## src/rtl/gradient_rom_arbiter.sv

```systemverilog
// Round-robin arbiter sharing one 1-cycle-latency gradient colour ROM between NUM_REQ requesters.
// Optional GRAD_ARB_STATS_EN adds per-requester saturating stall counters (stall_cnt, stats_clr).
module gradient_rom_arbiter #(
  parameter int unsigned NUM_REQ    = 2,
  parameter int unsigned ADDR_WIDTH = 8,
  parameter int unsigned DATA_WIDTH = 24
) (
  input  logic                          clk,
  input  logic                          reset_n,
  input  logic                          en,
  input  logic [NUM_REQ-1:0]            req_valid,
  input  logic [NUM_REQ*ADDR_WIDTH-1:0] req_addr,
  output logic [NUM_REQ-1:0]            req_ready,
  output logic [NUM_REQ-1:0]            rsp_valid,
  output logic [DATA_WIDTH-1:0]         rsp_data,
  output logic [ADDR_WIDTH-1:0]         rom_addr,
`ifdef GRAD_ARB_STATS_EN
  input  logic                          stats_clr,
  output logic [NUM_REQ*16-1:0]         stall_cnt,
`endif
  input  logic [DATA_WIDTH-1:0]         rom_dout
);

  localparam int unsigned PTR_W = (NUM_REQ > 1) ? $clog2(NUM_REQ) : 1;
  localparam int unsigned CNT_W = 16;

  logic [PTR_W-1:0]      rr_ptr;
  logic [PTR_W-1:0]      grant_idx;
  logic [NUM_REQ-1:0]    grant;
  logic [NUM_REQ-1:0]    tag1;
  logic [ADDR_WIDTH-1:0] grant_addr;
  logic                  found;
  logic                  transfer;
  int unsigned           cand;

  // Round-robin search starting one past the last winner, wrapping modulo NUM_REQ.
  always_comb begin
    grant     = '0;
    grant_idx = '0;
    found     = 1'b0;
    cand      = 0;
    for (int unsigned k = 1; k <= NUM_REQ; k++) begin
      cand = (32'(rr_ptr) + k) % NUM_REQ;
      if (!found && req_valid[PTR_W'(cand)]) begin
        grant[PTR_W'(cand)] = 1'b1;
        grant_idx           = PTR_W'(cand);
        found               = 1'b1;
      end
    end
  end

  // Address of the winning requester.
  always_comb begin
    grant_addr = '0;
    for (int unsigned i = 0; i < NUM_REQ; i++) begin
      if (grant[PTR_W'(i)]) grant_addr = req_addr[i*ADDR_WIDTH +: ADDR_WIDTH];
    end
  end

  assign req_ready = en ? grant : '0;
  assign transfer  = |req_ready;
  assign rsp_data  = rom_dout;

  // Address/tag pipeline; tags line up with the ROM's registered output.
  always_ff @(posedge clk or negedge reset_n) begin
    if (!reset_n) begin
      rom_addr  <= '0;
      rr_ptr    <= PTR_W'(NUM_REQ - 1);
      tag1      <= '0;
      rsp_valid <= '0;
    end else begin
      rsp_valid <= tag1;
      if (transfer) begin
        rom_addr <= grant_addr;
        rr_ptr   <= grant_idx;
        tag1     <= req_ready;
      end else begin
        tag1     <= '0;
      end
    end
  end

`ifdef GRAD_ARB_STATS_EN
  // Per-requester stall counters: valid but not granted, saturating, clear has priority.
  for (genvar gi = 0; gi < NUM_REQ; gi++) begin : g_stall
    logic [CNT_W-1:0] cnt;
    always_ff @(posedge clk or negedge reset_n) begin
      if (!reset_n) begin
        cnt <= '0;
      end else if (stats_clr) begin
        cnt <= '0;
      end else if (req_valid[gi] && !req_ready[gi] && (cnt != {CNT_W{1'b1}})) begin
        cnt <= cnt + CNT_W'(1);
      end
    end
    assign stall_cnt[gi*CNT_W +: CNT_W] = cnt;
  end
`endif

endmodule
```

## config.mk

```make
export PLATFORM = sky130hd
export DESIGN_NAME = gradient_rom_arbiter
export DESIGN_NICKNAME = d
export VERILOG_FILES = /design/src/rtl/gradient_rom_arbiter.sv
export SDC_FILE = /design/constraint.sdc
export NUM_CORES = 1
export LEC_CHECK = 0
export CORE_UTILIZATION = 30
export CTS_BUF_LIST = sky130_fd_sc_hd__clkbuf_8
export CTS_CLUSTER_SIZE = 40
export DETAILED_ROUTE_END_ITERATION = 8
export MAX_ROUTING_LAYER = met4
export PLACE_DENSITY_LB_ADDON = 0.2
export SLEW_MARGIN = 20
export SYNTH_ARGS = -nofsm -noshare
export SYNTH_HDL_FRONTEND = slang
export SYNTH_SLANG_ARGS = --single-unit
```

## constraint.sdc

```tcl
create_clock -name clk -period 3.1 [get_ports clk]
set_clock_uncertainty 0.05 [all_clocks]
set_input_delay 0.62 -clock clk [delete_from_list [all_inputs] [get_ports clk]]
set_output_delay 0.62 -clock clk [all_outputs]
set_load 0.05 [all_outputs]
```

---- Word-level counts from Yosys, hierarchy flattened ----
Cells that the tools add are included.
word-level totals
  flip-flop bits (word level) ............. 13
  bits in writable memories ............... 0
  memories ................................ 0
  memory bits (read-only) ................. 0
  word-level logic and storage cells ...... 33
  latch bits .............................. 0
  input bits .............................. 45
  output and inout port bits .............. 36
cells by class
  div/mod/pow operators ................... 0
  $lt $le $gt $ge ......................... 4
  $add $sub $neg .......................... 2
  equal/unequal tests ..................... 0
  shift operators ......................... 0
  reductions and logical operators ........ 5
  $mul .................................... 0
  muxes and demuxes ....................... 17
  bitwise operators ....................... 1
operators by type and width
  operator                                                               number
  8-bit 2-to-1 mux                                                       2
  1-bit 2-to-1 mux                                                       9
  2-bit 2-to-1 mux                                                       4
  1-bit by 2-bit < comparator with 1-bit output (second input constant)  2
  1-bit logical AND                                                      3
  1-bit adder (second input constant)                                    2
  1-bit demux with 1-bit select                                          2
  1-bit >= comparator (second input constant)                            2
  2-bit bitwise OR                                                       1
  2-bit OR reduction                                                     1
  1-bit zero test                                                        1

---- Longest topological paths before layout ----
  word-level depth ........................ 11
  mapped depth ............................ 3
  depth with buffers taken out ............ 3

---- Least setup slack after synthesis ----
Ideal clock, no wire load.
  path type ............................... input-to-output
  from .................................... in en
  to ...................................... out req_ready[1]
  data required time ...................... 2.430 ns
  buffers on the path ..................... 0
  arrival ................................. 1.213 ns
  path slack .............................. 1.217 ns
  stages .................................. 2
  path through ............................ and2_1 -> a21boi_4
on the way
  cells in the longest elaborated chain, start to end .. 1
ends and longest elaborated chain
  what              line  text
  from (decl)       10    input logic en,
  2-bit 2-to-1 mux  60    assign req_ready = en ? grant : '0;
  to (decl)         13    output logic [NUM_REQ-1:0] req_ready,
Every way passes these cells.

---- Final worst setup path ----
  from .................................... in req_valid[0]
  to ...................................... out req_ready[0]
on the way
  cells in the longest elaborated chain, start to end .. 7
  elaborated cells between the ends (all ways) .. 11
  classes of those cells .................. 8 x mux; 1 x bitwise; 2 x reduce/logical
ends and longest elaborated chain
  what                                                  line  text
  from (decl)                                           11    input logic [NUM_REQ-1:0] req_valid,
  1-bit 2-to-1 mux (not written as such) (2 in series)  44    if (!found && req_valid[PTR_W'(cand)]) begin
  1-bit 2-to-1 mux                                      44
  1-bit zero test                                       44
  1-bit logical AND                                     44
  2-bit 2-to-1 mux *                                    44
  2-bit 2-to-1 mux *                                    60
Mark *: on every way between the ends. The rest lies on a longest branch, timed or not. The select of a mux whose other input is x is not followed.

==> impl_results.md <==
- Yosys cell types: 11
- RSZ-0062 raised after global routing: false
- Hpwl dp: 1.05 mm
- Min-Delay Endpoint: rsp_valid[0]
- Setup violations, final: 0
- Post-Synth Adder-Cell Area: 0%
- Final hold viol count: 0
- Seq/Total Area, Yosys: 46.0%
- CTS tree: done
- Initial DRT Pass Iterations: 3
- Clock Sinks: 13
- P&R area growth vs syn: 36.1%
- Largest family of logic cells by synthesized area: buffers and inverters
- Complex-gate fraction of the synthesized area: 18.0%
- Max-cap check violation count: 0
- Core area: 0.00221 mm²
- Largest net degree at the start of global routing: 14
- Tot GR Track Use: 12.2%
- Max clock buf depth: 2
- Synthesized area: 711 µm²
- Die height: 50.7 µm
- Syn Area/Cell: around 12 µm²
- YS warnings: 0
- Final TNS setup: 0 ns
- R2r startpoint: rr_ptr
- Vias per inst: 4.53
- Initial drt markers: 4
- H-tree levels: 1
- Syn nets: 106
- Initial core utilization: 32.1%
- Sw frac: 33.0%
- Hold WC Path Type: reg2reg
- Via count of the first global-routing pass: 468
- CP startpoint kind: input pin
- Cts hold-fix bufs: 0
- First-pass GRT wire length: approximately 2.3 mm
- Post-layout min period: approximately 2.4 ns
- Fmax achieved: 421 MHz
- Status: completed
- Sequential power share: around 37%
- Critical Path AT: 1.71 ns
- Final worst path period share: around 77%
- Ports: slightly above 80
- Post-detailed-route count of antenna-violating nets: 0
- RD Place Congestion: 0.641
- Die Area: 0.00257 mm²
- Reg2Reg Setup Slack: 1.77 ns
- P per Cell Area: 570 mW/mm²
- Combinational share of power: 35.8%
- Leak: 0.410 nW
- N_diodes: 0
- R2R Path End: rom_addr[6]
- CP required: 2.43 ns
- Final Cell Area: 967 µm²
- Proportion of power drawn by the clock network: 26.8%
- Crit Path Max Fanout: 3
- Post-synthesis simple-gate area fraction: between 10 and 15%
- Share of cells above drive strength 1: 21.3%
- CP bufs+invs: 2
- Detailed-route wire length: approximately 1.4 mm
- Clk_lat worst skew: between 0.2 and 0.25 ns
- Worst hold path cell count: 0
- DP Area: roughly 920 µm²
- Slowest CP cell: clkdlybuf4s50_1
- Rows: 17
- Critical path cell sequence: clkdlybuf4s50_1 -> and2_1 -> a21boi_4 -> buf_12
- Slew margin rel.: about 61%
- Pre-CTS setup slack: 0.723 ns
- Top delay family on crit path: buffers and inverters
- Initial antenna violation count: 0
- Mux cell area share after synthesis: 0%
- Max Slew Vio Count: 0
- Setup CP Type: in2out
- R2R depth: 4
- WHS: 0.296 ns
- Postcts setup bufs: 0
- DRC Markers: 0
- Routed via count: about 470
- Final Worst Setup Slack: 0.724 ns
- Die width: 50.7 µm
- Worst Hold Launch: tag1[0]
- Sw Pwr: 0.182 mW
- Pint: 0.370 mW
- Critical path endpoint category: output pin
- Synth Area in XOR/XNOR: 0%
- Nets: 121
- Gr ovfl total: 0
- Inserted Clock Buffers: 3
- Register bit total from synthesis: 13
- Worst-path clk slew: 0.05 ns
- Slew @ Worst Pin: 0.587 ns
- Routed WL per cell: approximately 14 µm
- CTS root buffer: clkbuf_8
- Max stage delay on crit path: roughly 0.55 ns
- CTS resizes: 0
- Final Util: 43.7%
- Post-Synthesis Cells: 61
- PortBufs: 32
- Maximum VDD drop: 257 µV
-- sequential cells by signal, summed over array words and instances (netlist names) --
signal	count
rom_addr	8
rsp_valid	2
tag1	2
rr_ptr	1
-- area by class of cell --
| cell class | count | area (µm²) |
|---|---|---|
| Fill cell | 218 | 1240 |
| Timing Repair Buffer | 34 | 355 |
| Sequential cell | 13 | 327 |
| Multi-Input combinational cell | 23 | 200 |
| Clock buffer | 3 | 41.3 |
| Tap cell | 28 | 35.0 |
| Clock inverter | 1 | 5.00 |
| Inverter | 1 | 3.75 |
-- worst max path at each step --
stage | start | end | slack [ns] | depth (start not counted)
floorplan | en | req_ready[1] | 1.22 | 2
global placement | req_valid[0] | req_ready[0] | 0.73 | 4
detailed placement | req_valid[0] | req_ready[0] | 0.72 | 4
CTS | req_valid[1] | req_ready[1] | 0.72 | 4
global route | req_valid[0] | req_ready[0] | 0.68 | 4
finish | req_valid[0] | req_ready[0] | 0.72 | 4
-- worst reg2reg max path, cell delays in order (launching register included) --
cell	delay, ns
dfstp_2	0.57
inv_1	0.08
a21boi_4	0.19
buf_4	0.20
a221o_1	0.17
-- layer usage --
metal	global-route usage, %	up-vias	share of wire (%)
met3	5.45	8	13
met5	-	-	0
met1	14.6	215	43
met2	17.8	28	42
met4	4.63	0	2.0
li1	-	216	-
-- synthesized netlist by cell type --
master    number  area (µm²)
a21oi_1        1        5.00
dfrtp_1       12         300
a21boi_4       2        37.5
and2_1         5        31.3
nor2_1         1        3.75
dfstp_2        1        26.3
and2_2         5        37.5
o21ai_1        1        5.00
buf_4         24         180
a221o_1        8        80.1
inv_1          1        3.75
-- logic make-up (layout without fill, tap and decap cells) --
kind of cell	count (synthesis)	count (layout)
compound gates	12	12
simple gates	11	11
flops	13	13
buf+inv	25	39
-- cell usage in the layout, fill, tap and decap left out, drive strengths merged --
master,instances
a21boi,2
dfstp,1
o21ai,1
and2,10
nor2,1
clkdlybuf4s50,30
a21oi,1
dfrtp,12
buf,4
clkbuf,3
clkinv,1
a221o,8
inv,1
-- per-stage QoR --
| stage | std cells | power (mW) |
|---|---|---|
| after floorplan | 61 | 0.404 |
| after global placement | 99 | 0.407 |
| after detailed placement | 99 | 0.408 |
| after CTS | 103 | 0.558 |
| after global routing | 103 | 0.576 |
| final | 103 | 0.552 |
-- power by group through the flow --
stage | sequential (mW) | combinational [mW] | clock, mW
floorplan | 0.275 | 0.128 | 0
global placement | 0.209 | 0.198 | 0
detailed placement | 0.210 | 0.198 | 0
CTS | 0.207 | 0.200 | 0.152
global route | 0.209 | 0.208 | 0.159
finish | 0.206 | 0.198 | 0.148
Power figures use the tool's default switching activity.
